$ cat config.mk
export PLATFORM = sky130hd
export DESIGN_NAME = line_buf_win
export DESIGN_NICKNAME = d
export VERILOG_FILES = /design/src/rtl/line_buf_win.sv
export SDC_FILE = /design/constraint.sdc
export NUM_CORES = 1
export LEC_CHECK = 0
export BUFFER_PORTS_ARGS = -buffer_cell sky130_fd_sc_hd__buf_2
export CELL_PAD_IN_SITES_DETAIL_PLACEMENT = 1
export CELL_PAD_IN_SITES_GLOBAL_PLACEMENT = 1
export CORE_UTILIZATION = 56
export CTS_BUF_LIST = sky130_fd_sc_hd__clkbuf_8
export CTS_CLUSTER_DIAMETER = 150
export DETAILED_ROUTE_END_ITERATION = 12
export PLACE_DENSITY = 0.83
export SLEW_MARGIN = 20
export SYNTH_ARGS = -nofsm -noshare
export SYNTH_HDL_FRONTEND = slang
export SYNTH_SLANG_ARGS = --single-unit
$ cat constraint.sdc
create_clock -name iCLK -period 4.2 [get_ports iCLK]
set_input_delay 0.84 -clock iCLK [delete_from_list [all_inputs] [get_ports iCLK]]
set_output_delay 0.84 -clock iCLK [all_outputs]
set_load 0.03 [all_outputs]
$ cat src/rtl/line_buf_win.sv
// Chained circular line buffers producing a (CH+1)-tap vertical window.
// Fill tracking zero-masks history so stale storage never reaches the outputs.
module line_buf_win #(
   parameter int WL      = 8,
   parameter int MAX_LEN = 17,
   parameter int CH      = 2,
   parameter int LW      = 5
) (
   input  logic                   iCLK,
   input  logic                   iRST_N,
   input  logic                   iEN,
   input  logic                   iSTART,
   input  logic [LW-1:0]          iLEN,
   input  logic [WL-1:0]          iDATA,
   output logic [WL*(CH+1)-1:0]   oDATA,
   output logic                   oEN,
   output logic                   oVALID
);

   localparam int PW   = $clog2(MAX_LEN);
   localparam int LENW = $clog2(MAX_LEN + 1);
   localparam int FW   = $clog2(CH * MAX_LEN + 1);
   localparam logic [LENW-1:0] MAX_L = LENW'(MAX_LEN);

   logic [WL-1:0]          mem [CH][MAX_LEN];
   logic [WL-1:0]          rdData_s [CH];

   logic [PW-1:0]          ptr_r, ptrNext_s;
   logic [LENW-1:0]        len_r, lenNext_s, lenSel_s;
   logic [FW-1:0]          fill_r, fillNext_s, fullLen_s;
   logic [WL*(CH+1)-1:0]   data_r, dataNext_s;
   logic                   en_r, enNext_s;
   logic                   valid_r, validNext_s;
   logic                   wrEn_s;

   assign oDATA  = data_r;
   assign oEN    = en_r;
   assign oVALID = valid_r;

   // Next-state for pointer, fill counter, length and output taps
   always_comb begin
      ptrNext_s   = ptr_r;
      lenNext_s   = len_r;
      fillNext_s  = fill_r;
      dataNext_s  = data_r;
      enNext_s    = 1'b0;
      validNext_s = valid_r;
      wrEn_s      = 1'b0;
      fullLen_s   = FW'(CH) * FW'(len_r);
      for (int k = 0; k < CH; k++) begin
         rdData_s[k] = mem[k][ptr_r];
      end
      if ((iLEN == {LW{1'b0}}) || (iLEN > LW'(MAX_LEN))) begin
         lenSel_s = MAX_L;
      end else begin
         lenSel_s = LENW'(iLEN);
      end

      if (iSTART) begin
         ptrNext_s   = {PW{1'b0}};
         lenNext_s   = lenSel_s;
         fillNext_s  = {FW{1'b0}};
         dataNext_s  = {(WL*(CH+1)){1'b0}};
         validNext_s = 1'b0;
      end else if (iEN) begin
         wrEn_s   = 1'b1;
         enNext_s = 1'b1;
         if (LENW'(ptr_r) == (len_r - LENW'(1))) begin
            ptrNext_s = {PW{1'b0}};
         end else begin
            ptrNext_s = ptr_r + PW'(1);
         end
         if (fill_r < fullLen_s) begin
            fillNext_s = fill_r + FW'(1);
         end else begin
            fillNext_s = fill_r;
         end
         validNext_s = valid_r | ((fill_r + FW'(1)) == fullLen_s);
         dataNext_s[WL-1:0] = iDATA;
         // tap k stays zero until k*L samples of real history exist
         for (int k = 1; k <= CH; k++) begin
            if (fill_r < (FW'(k) * FW'(len_r))) begin
               dataNext_s[WL*k +: WL] = {WL{1'b0}};
            end else begin
               dataNext_s[WL*k +: WL] = rdData_s[k-1];
            end
         end
      end else begin
         enNext_s = 1'b0;
      end
   end

   // Control and output registers with synchronous active-low reset
   always_ff @(posedge iCLK) begin
      if (!iRST_N) begin
         ptr_r   <= {PW{1'b0}};
         len_r   <= MAX_L;
         fill_r  <= {FW{1'b0}};
         data_r  <= {(WL*(CH+1)){1'b0}};
         en_r    <= 1'b0;
         valid_r <= 1'b0;
      end else begin
         ptr_r   <= ptrNext_s;
         len_r   <= lenNext_s;
         fill_r  <= fillNext_s;
         data_r  <= dataNext_s;
         en_r    <= enNext_s;
         valid_r <= validNext_s;
      end
   end

   // Storage: read-before-write at the shared pointer, each line feeds the next
   always_ff @(posedge iCLK) begin
      if (iRST_N && wrEn_s) begin
         mem[0][ptr_r] <= iDATA;
         for (int k = 1; k < CH; k++) begin
            mem[k][ptr_r] <= rdData_s[k-1];
         end
      end
   end

endmodule

# Word-level counts from Yosys, hierarchy flattened
# Memories as Yosys holds them, arrays and structs flattened.
# Cells that the tools add are included.
# W data, S select, Z words.
# classes
n_addsub,3
mul,0
div_mod_pow,0
order_cmp,5
n_eq_ne,2
n_shift,0
mux,16
bitwise_logic,3
reduce_logical,6
# op_table
operator,count
$mux W136,1
$bmux W8 S5,2
$mux W8,7
$demux W8 S5,1
$mux W5,2
$add A6 B1 Y6 const B,1
$eq A6 B6 Y1,1
$ge A6 B6 Y1 const B,1
$lt A6 B1 Y1 const B,1
$lt A6 B5 Y1,1
$lt A6 B6 Y1,1
$not A5 Y6,1
$add A5 B1 Y5 const B,1
$eq A5 B5 Y1,1
$gt A5 B5 Y1 const B,1
$logic_not A5 Y1,1
$sub A5 B1 Y5 const B,1
$mux W1,3
$logic_and A1 B1 Y1,2
$reduce_and A2 Y1,1
$reduce_or A2 Y1,1
$logic_or A1 B1 Y1,1
$not A1 Y1,1
$or A1 B1 Y1,1
# word_totals
regBits,42
latch_bits,0
mem_bits_rw,272
mem_bits_ro,0
inputBits,17
output_inout_bits,26
elab_cells,42
n_memories,1
# memory_table
memory,words,width,rd,rd_ports_with_merged_regs,write_ports,line_no,rtl
mem,2,136,2,0,2,25,logic [WL-1:0] mem [CH][MAX_LEN];

# Longest topological paths before layout
# Gate-level depths: netlist (run 1).
# depth
ltp_word,6
depth_mapped,8
depth_no_buf,7

# Worst setup path before layout (run 1)
# Ideal clock, no wire load.
# synth_timing
path_type,input port to flip-flop
startpoint,input port iSTART
endpoint,"memory mem[0][0] (netlist bit), enable pin"
setup_time_ps,430
arrival_time_ps,2817
required_ps,3770
slack_ps,953
cell_stages,3
n_path_buf,0
cell_sequence,and2b_1 -> nand2_1 -> nor4_1
# synth_lines
element,line_no,rtl
from (decl),12,"input logic iSTART,"
to (decl),25,

==> impl_metrics.csv, run 1 <==
group,metric,value,unit
final_layout,drive_gt1_frac,0.194,
final_layout,fin_nets,818,
setup_path,path_class,"flip-flop to flip-flop",
clock_network,cts.repair.resized,0,
final_layout,seqCellArea,9010,um^2
logic_synthesis,syn_area,12500,um^2
setup_path,worst_ep_arrival_time,3.88,ns
route,drc,0,
sta,hold_violations,0,
clock_network,clk_path_buf_depth,3,
setup_path,critical-path-max-stage-delay,0.95,ns
final_layout,fillers,1969,
global_route,grt_max_degree,55,
clock_network,root_buffer,"clkbuf_8",
setup_path,crit_path_frequent_cell,"nand3_1",
setup_path,crit_buf_inv,1,
logic_synthesis,ys_async_sr_fraction,0,
clock_network,hold_buffers,0,
setup_path,critPathMaxFanout,54,
placed_design,dp_hpwl,20.3,mm
pwr,leakage,4.69,nW
route,vias,7065,
clock_network,h-tree-depth,2,
sta,setup_violations,0,
global_route,grt_busiest_layer,"met2",
route,antenna_left,0,
run,cap_violations,0,
floorplan,die_w,152,um
placed_design,gp_congestion,0.854,
hold_path,worstHoldPathType,"flip-flop to flip-flop",
final_layout,syn2layout_area_growth,11.0,%
sta,fin_setup_tns,0,ns
logic_synthesis,ys_seq_area_frac,0.718,
global_route,grt_use_met2,0.466,
placed_design,dp_cells,1015,
setup_path,path_cells,"buf_4 > mux2i_1 > a22oi_1 > nand3_1 > nand3_1 > a22o_1",
logic_synthesis,synth_seq_cells,314,
logic_synthesis,ys_types,53,
clock_network,post_cts_buffers,0,
clock_network,cts_tree,"yes",
route,wl,31.6,mm
clock_network,cts.sink_count,314,
final_layout,diodes,0,
route,vias_per_cell,6.39,
clock_network,clkLatencyLatePin,0.58,ns
logic_synthesis,synth_cells,714,
run_status,status,"finished clean",
sta,clock.fmax,0.292,GHz
global_route,grt_use_met1,0.372,
global_route,antenna_found_initial,0,
final_layout,multiInputGateArea,3300,um^2
global_route,grt_pass1_wl,46.3,mm
sta,min_period,3.43,ns
floorplan,io-pin-count,43,
global_route,grt_use_met3,0.0749,
logic_synthesis,synth_edf_count,272,
setup_path,cp_slowest_cell,"dfxtp_4",
logic_synthesis,synthesis.nets,745,
sta,slew_headroom,0.301,
pwr,finalPower,6.06,mW
clock_network,cts.clk_slew.worst_paths,0.07,ns
sta,worst_slew_pin_slew,1.05,ns
floorplan,dieArea,23000,um^2
logic_synthesis,avgSynthCellArea,17.6,um^2
final_layout,utilization,0.636,
floorplan,start_util,0.573,
route,wire_per_inst,28.5,um
sta,rsz0062_at_grt,"no",
setup_path,crit_family,"flip-flops",
pwr,ir_worst_vdd,0.000290,V
setup_path,crit_required,4.66,ns
final_layout,final_common_cell,"edfxtp_1",
logic_synthesis,ys.flop_type,"edfxtp_1",
floorplan,die_h,152,um
floorplan,rows,54,
sta,period_share,0.816,
global_route,overflow,0,
pwr,cellPowerDensity,435,nW/um^2
clock_network,numCtsBuffers,50,
floorplan,core_area,21900,um^2
logic_synthesis,ys_warn_count,0,
final_layout,finalNonFillerCells,1106,
route,dr.pass1.iters,5,
setup_path,cp-end-kind,"flip-flop",
global_route,grt_pass1_vias,7476,
route,drtIter0Drc,510,
setup_path,start_kind,"flip-flop",
placed_design,portBuffers,42,
sta,slew_violations,0,
global_route,groute.usage.overall,0.286,
sta,skew,0.0379,ns
final_layout,final_cell_mix,"edfxtp_1, clkbuf_8, mux2i_1",
worst paths after layout:
kind	cells past startpoint	slack [ns]	to	start
setup / recovery	6	0.77	oDATA[15]	ptr_r[1]
hold / removal	1	0.48	oDATA[23]	oDATA[23]
setup reg to reg	6	0.77	oDATA[15]	ptr_r[1]
hold reg to reg	1	0.48	oDATA[23]	oDATA[23]
synth_stat cells (2+ instances only):
cell      count  share of area
xor2_1       10         0.0070
o21ai_0      14         0.0056
buf_6         5         0.0045
nand2b_1      4         0.0020
nand3b_1      2         0.0012
a221oi_1      6         0.0042
ha_1         14          0.014
a22oi_1      30          0.018
and2_1       18         0.0090
nor3_1        7         0.0028
clkbuf_1      5         0.0015
o22ai_1       6         0.0030
nor2_1       20         0.0060
a21oi_1       5         0.0020
nor2b_1       6         0.0030
o211ai_1      2         0.0012
mux4_2       35          0.063
dfxtp_1      42          0.067
nand2_1      32         0.0096
xnor2_1      10         0.0070
inv_2         2        0.00060
clkbuf_2      2        0.00080
nor3b_1       4         0.0024
and2b_1       2         0.0012
mux4_1        9          0.019
a31oi_1       2         0.0010
a22o_1       14         0.0098
buf_4         6         0.0036
nand4_1       2         0.0010
nor4_1        4         0.0020
o31ai_1       2         0.0012
nand3_1      28          0.011
mux2i_1      56          0.045
inv_1         8         0.0024
and3_1        3         0.0015
edfxtp_1    272           0.65
buf_2         9         0.0036
state kept, by name (all words and copies together), names as in the netlist:
name,count
fill_r,6
len_r,5
mem,272
oDATA,24
oEN,1
oVALID,1
ptr_r,5
power by group:
group	total, mW	leakage [nW]	internal, mW	switching (mW)
Combinational	0.232	1.36	0.0720	0.160
Sequential	3.43	2.79	3.41	0.0214
Clock	2.40	0.545	1.23	1.16
through the flow:
| step | instance area [um^2] | setup slack (ns) | hold slack [ns] |
|---|---|---|---|
| 3_5_place_dp | 13000 | 0.802 | 0.465 |
| 5_1_grt | 13900 | 0.650 | 0.482 |
| 4_1_cts | 13900 | 0.796 | 0.460 |
| 3_3_place_gp | 13000 | 0.992 | 0.461 |
| 2_1_floorplan | 12500 | 0.953 | 0.502 |
| 6_report | 13900 | 0.774 | 0.475 |
layout make-up:
class | count | area share
Clock buffer | 57 | 0.0564
Clock inverter | 34 | 0.00989
Inverter | 10 | 0.00270
Multi-Input combinational cell | 359 | 0.237
Sequential cell | 314 | 0.648
Tap cell | 280 | 0.0252
Timing Repair Buffer | 52 | 0.0214
layer usage:
layer  vias to the layer above  routed length [um]
li1                       3012                   -
met1                      3639               12600
met2                       333               15500
met3                        81                2520
met4                         0                 993
met5                         -                   0
cells by family (layout without fill, tap and decap cells):
family / count (synthesis) / after routing / share of synthesized area
fa+ha+maj: 14 / 14 / 0.0140
compound gates: 89 / 89 / 0.0513
buf+inv: 41 / 153 / 0.0206
flops: 314 / 314 / 0.718
xor+xnor: 20 / 20 / 0.0140
mux: 100 / 100 / 0.126
simple gates: 136 / 136 / 0.0555
Power figures use the tool's default switching activity.
==> inputs of run 2 (changes only) <==
- clock period: 4.2 -> 3.5 ns (I/O delays scaled with it)
==> impl_metrics.csv, run 2 (synthesis results as in run 1) <==
group,metric,value,unit
run_status,status,"finished clean",
final_layout,multiInputGateArea,3290,um^2
setup_path,path_class,"flip-flop to flip-flop",
setup_path,path_cells,"buf_12 > ha_1 > and2_1",
global_route,overflow,0,
global_route,antenna_found_initial,0,
setup_path,endpoint,"mem[0][51]",
floorplan,core_area,21900,um^2
setup_path,cp_slowest_cell,"and2_1",
final_layout,final_cell_mix,"edfxtp_1, mux2i_1, clkbuf_8",
clock_network,cts.repair.resized,0,
final_layout,fillers,1950,
final_layout,stdcell_area,14100,um^2
clock_network,root_buffer,"clkbuf_8",
floorplan,dieArea,23000,um^2
clock_network,hold_buffers,0,
clock_network,cts_tree,"yes",
setup_path,crit_family,"simple AND/OR/NAND/NOR gates",
floorplan,rows,54,
setup_path,worst-path-stages,3,
placed_design,placed_cell_area,13200,um^2
floorplan,die_w,152,um
setup_path,crit_required,3.69,ns
sta,min_period,2.49,ns
setup_path,worstSetupStartpoint,"ptr_r[1]",
final_layout,syn2layout_area_growth,12.3,%
setup_path,r2r_slack,1.01,ns
global_route,grt_pass1_vias,7366,
floorplan,start_util,0.573,
setup_path,start_kind,"flip-flop",
final_layout,seqCellArea,9010,um^2
sta,slew_violations,0,
setup_path,reg2reg_depth,3,
final_layout,diodes,0,
sta,setup_violations,0,
global_route,grt_max_degree,40,
placed_design,dp_hpwl,19.5,mm
sta,whs,0.324,ns
final_layout,utilization,0.643,
route,vias,6899,
route,drc,0,
global_route,grt_pass1_wl,44.6,mm
clock_network,cts.clk_slew.worst_paths,0.06,ns
setup_path,r2r-end,"mem[0][51]",
setup_path,critPathMaxFanout,38,
global_route,groute.usage.overall,0.272,
route,vias_per_cell,6.11,
placed_design,gp_congestion,0.895,
setup_path,worst_ep_arrival_time,2.69,ns
route,antenna_left,0,
setup_path,reg2reg_from,"ptr_r[1]",
final_layout,largest_reg_flops,272,
sta,worst_slew_pin_slew,0.909,ns
sta,clock.fmax,0.401,GHz
run,cap_violations,0,
sta,period_share,0.713,
pwr,ir_worst_vdd,0.000350,V
setup_path,crit_buf_inv,1,
setup_path,critical-path-max-stage-delay,0.76,ns
final_layout,drive_gt1_frac,0.218,
sta,fin_setup_tns,0,ns
clock_network,clk_path_buf_depth,3,
sta,rsz0062_at_grt,"no",
pwr,cellPowerDensity,515,nW/um^2
setup_path,cp-end-kind,"flip-flop",
clock_network,h-tree-depth,2,
route,drtIter0Drc,436,
final_layout,fin_nets,842,
sta,hold_violations,0,
hold_path,worstHoldPathType,"primary input to flip-flop",
sta,skew,0.0280,ns
route,wl,29.6,mm
pwr,leakage,4.78,nW
final_layout,final_common_cell,"edfxtp_1",
placed_design,portBuffers,42,
clock_network,cts.sink_count,314,
floorplan,io-pin-count,43,
route,wire_per_inst,26.2,um
clock_network,numCtsBuffers,49,
clock_network,post_cts_buffers,0,
sta,slew_headroom,0.394,
floorplan,die_h,152,um
clock_network,clkLatencyLatePin,0.58,ns
route,dr.pass1.iters,5,
final_layout,regMostFlops,"mem",
[run 2: cell type report]
| cell class | count | area share |
|---|---|---|
| flip-flops and latches | 314 | 0.640 |
| multi-input cells | 359 | 0.233 |
| clock buffers | 51 | 0.0498 |
| repair buffers | 77 | 0.0345 |
| well taps | 280 | 0.0249 |
| clock inverters | 39 | 0.0146 |
| inverters | 10 | 0.00267 |
[run 2: worst register-to-register path, stage by stage, from the launching register on]
cell     delay, ns
dfxtp_4       0.66
buf_12        0.34
ha_1          0.34
and2_1        0.76
[run 2: layer usage]
layer | vias up | global-route usage | routed length (um)
li1 | 3067 | - | -
met4 | 0 | 0.101 | 782
met3 | 55 | 0.0419 | 1220
met2 | 197 | 0.475 | 15600
met5 | - | 0 | 0
met1 | 3580 | 0.344 | 12000
[run 2: power by group]
group          switching (mW)  internal (mW)  leakage (nW)
sequential             0.0188           4.09          2.79
combinational           0.192         0.0964          1.49
clock                    1.41           1.44         0.507
[run 2: metrics by stage]
| stage | power [mW] | std cells | setup slack, ns |
|---|---|---|---|
| after floorplan | 4.34 | 714 | 0.336 |
| after global placement | 4.45 | 1040 | 0.746 |
| after detailed placement | 4.48 | 1040 | 0.591 |
| after CTS | 7.31 | 1130 | 0.962 |
| after global routing | 7.46 | 1130 | 0.823 |
| final | 7.25 | 1130 | 1.01 |
[run 2: how the worst min path moves through the flow]
| stage | start | to | slack, ns | depth (start not counted) |
|---|---|---|---|---|
| finish | iRST_N | len_r[4] | 0.32 | 2 |
| global placement | oDATA[22] | oDATA[22] | 0.46 | 1 |
| detailed placement | oDATA[22] | oDATA[22] | 0.46 | 1 |
| floorplan | fill_r[1] | fill_r[1] | 0.50 | 2 |
| CTS | iRST_N | len_r[4] | 0.30 | 2 |
| global route | iRST_N | len_r[4] | 0.32 | 2 |
==> inputs of run 3 (changes only) <==
- clock period: 3.5 -> 2.5 ns (I/O delays scaled with it)
==> impl_metrics.csv, run 3 (synthesis results as in run 1) <==
group,metric,value,unit
final_layout,finalNonFillerCells,1157,
final_layout,final_common_cell,"edfxtp_1",
route,wire_per_inst,28.5,um
floorplan,dieArea,23000,um^2
placed_design,dp_slack,0.0546,ns
sta,setup_ws,0.0862,ns
global_route,antenna_found_initial,0,
pwr,p_int,7.97,mW
pwr,cellPowerDensity,710,nW/um^2
final_layout,diodes,0,
placed_design,gp_congestion,0.894,
sta,setup_violations,0,
placed_design,dp_cells,1062,
pwr,p_comb_frac,0.043,
run,cap_violations,0,
sta,period_share,0.966,
pwr,leakage,4.98,nW
setup_path,critical-path-max-stage-delay,0.92,ns
route,wl,33.0,mm
route,antenna_left,0,
floorplan,io-pin-count,43,
final_layout,fin_nets,866,
global_route,groute.usage.overall,0.305,
sta,worst_slew_pin_slew,1.07,ns
route,vias_per_cell,6.30,
pwr,p_sw,2.35,mW
route,drtIter0Drc,668,
pwr,ir_worst_vdd,0.000565,V
global_route,grt_pass1_vias,8024,
run_status,status,"finished clean",
final_layout,largest_reg_flops,272,
clock_network,cts.sink_count,314,
route,dr.pass1.iters,5,
sta,rsz0062_at_grt,"no",
clock_network,clk_path_buf_depth,3,
floorplan,start_util,0.573,
placed_design,placed_cell_area,13600,um^2
setup_path,critPathMaxFanout,13,
clock_network,cts.clk_slew.worst_paths,0.07,ns
global_route,grt_max_degree,70,
pwr,pwr-share-clk,0.399,
floorplan,core_area,21900,um^2
sta,clock.fmax,0.414,GHz
global_route,grt_pass1_wl,49.4,mm
final_layout,final_cell_mix,"edfxtp_1, mux2i_1, clkbuf_8",
floorplan,die_w,152,um
clock_network,post_cts_buffers,0,
setup_path,path_class,"flip-flop to flip-flop",
floorplan,die_h,152,um
setup_path,cp-end-kind,"flip-flop",
final_layout,stdcell_area,14500,um^2
final_layout,regMostFlops,"mem",
clock_network,root_buffer,"clkbuf_8",
clock_network,numCtsBuffers,51,
sta,hold_violations,0,
placed_design,portBuffers,42,
setup_path,crit_required,2.77,ns
floorplan,rows,54,
clock_network,cts_tree,"yes",
final_layout,syn2layout_area_growth,15.9,%
clock_network,h-tree-depth,2,
setup_path,path_cells,"inv_2 > ha_1 > inv_1 > nor4_4 > buf_4",
route,vias,7291,
sta,slew_headroom,0.280,
setup_path,start_kind,"flip-flop",
setup_path,cp_slowest_cell,"nor4_4",
sta,whs,0.123,ns
global_route,overflow,0,
placed_design,dp_hpwl,21.5,mm
hold_path,worstHoldPathType,"primary input to flip-flop",
final_layout,fillers,1938,
final_layout,drive_gt1_frac,0.245,
sta,min_period,2.41,ns
final_layout,utilization,0.664,
setup_path,worst_ep_arrival_time,2.69,ns
clock_network,clkLatencyLatePin,0.58,ns
sta,skew,0.0352,ns
route,drc,0,
sta,slew_violations,0,
pwr,p_sw_frac,0.228,
pwr,seqPwrFrac,0.557,
run 3: cell count changes in the layout (fill, tap and decap cells not counted), sizes merged:
cell	change
clkinvlp	-1
buf	+22
inv	-4
clkinv	+9
clkbuf	+1
run 3: area by class of cell:
| class | instances | area (um^2) | share of cell area |
|---|---|---|---|
| Timing Repair Buffer | 99 | 876 | 0.0603 |
| Multi-Input combinational cell | 359 | 3310 | 0.228 |
| Clock buffer | 52 | 716 | 0.0492 |
| Clock inverter | 43 | 231 | 0.0159 |
| Tap cell | 280 | 350 | 0.0241 |
| Inverter | 10 | 37.5 | 0.00258 |
| Sequential cell | 314 | 9010 | 0.620 |
run 3: path summary, 6_finish.rpt:
| kind | startpoint | end | cells after the start | slack [ns] |
|---|---|---|---|---|
| worst max-delay path | ptr_r[0] | mem[0][6] | 5 | 0.09 |
| worst min register to register | oDATA[19] | oDATA[19] | 1 | 0.47 |
| worst max register to register | ptr_r[0] | mem[0][6] | 5 | 0.09 |
| worst min-delay path | iRST_N | len_r[4] | 2 | 0.12 |
run 3: metal layers:
metal | share of wire | GRT usage | vias to the layer above
met4 | 0.040 | 0.134 | 0
met3 | 0.063 | 0.0530 | 98
li1 | - | - | 3123
met1 | 0.38 | 0.382 | 3756
met2 | 0.52 | 0.520 | 314
met5 | 0 | 0 | -
run 3: through the flow:
stage | TNS (ns) | power [mW]
final | 0 | 10.3
after global routing | 0 | 10.6
after CTS | 0 | 10.4
after detailed placement | 0 | 6.30
after global placement | 0 | 6.27
after floorplan | -0.739 | 6.08
run 3: timing repair:
| action | 4_1_cts | 5_1_grt |
|---|---|---|
| endpoints found under the setup margin | 0 | 1 |
| hold buffers | 0 | 0 |
| resized for setup | 0 | 1 |
run 3: power by group through the flow:
stage / registers (mW) / logic (mW) / clock network (mW)
global placement: 5.85 / 0.414 / 0
finish: 5.75 / 0.448 / 4.12
CTS: 5.75 / 0.449 / 4.19
global route: 5.75 / 0.478 / 4.41
floorplan: 5.86 / 0.220 / 0
detailed placement: 5.86 / 0.443 / 0
run 3: critical path: cells and delay by family, from the launching register on:
family | cells | cell delay [ns]
flops | 1 | 0.46
buf+inv | 3 | 0.54
fa+ha+maj | 1 | 0.19
simple gates | 1 | 0.92
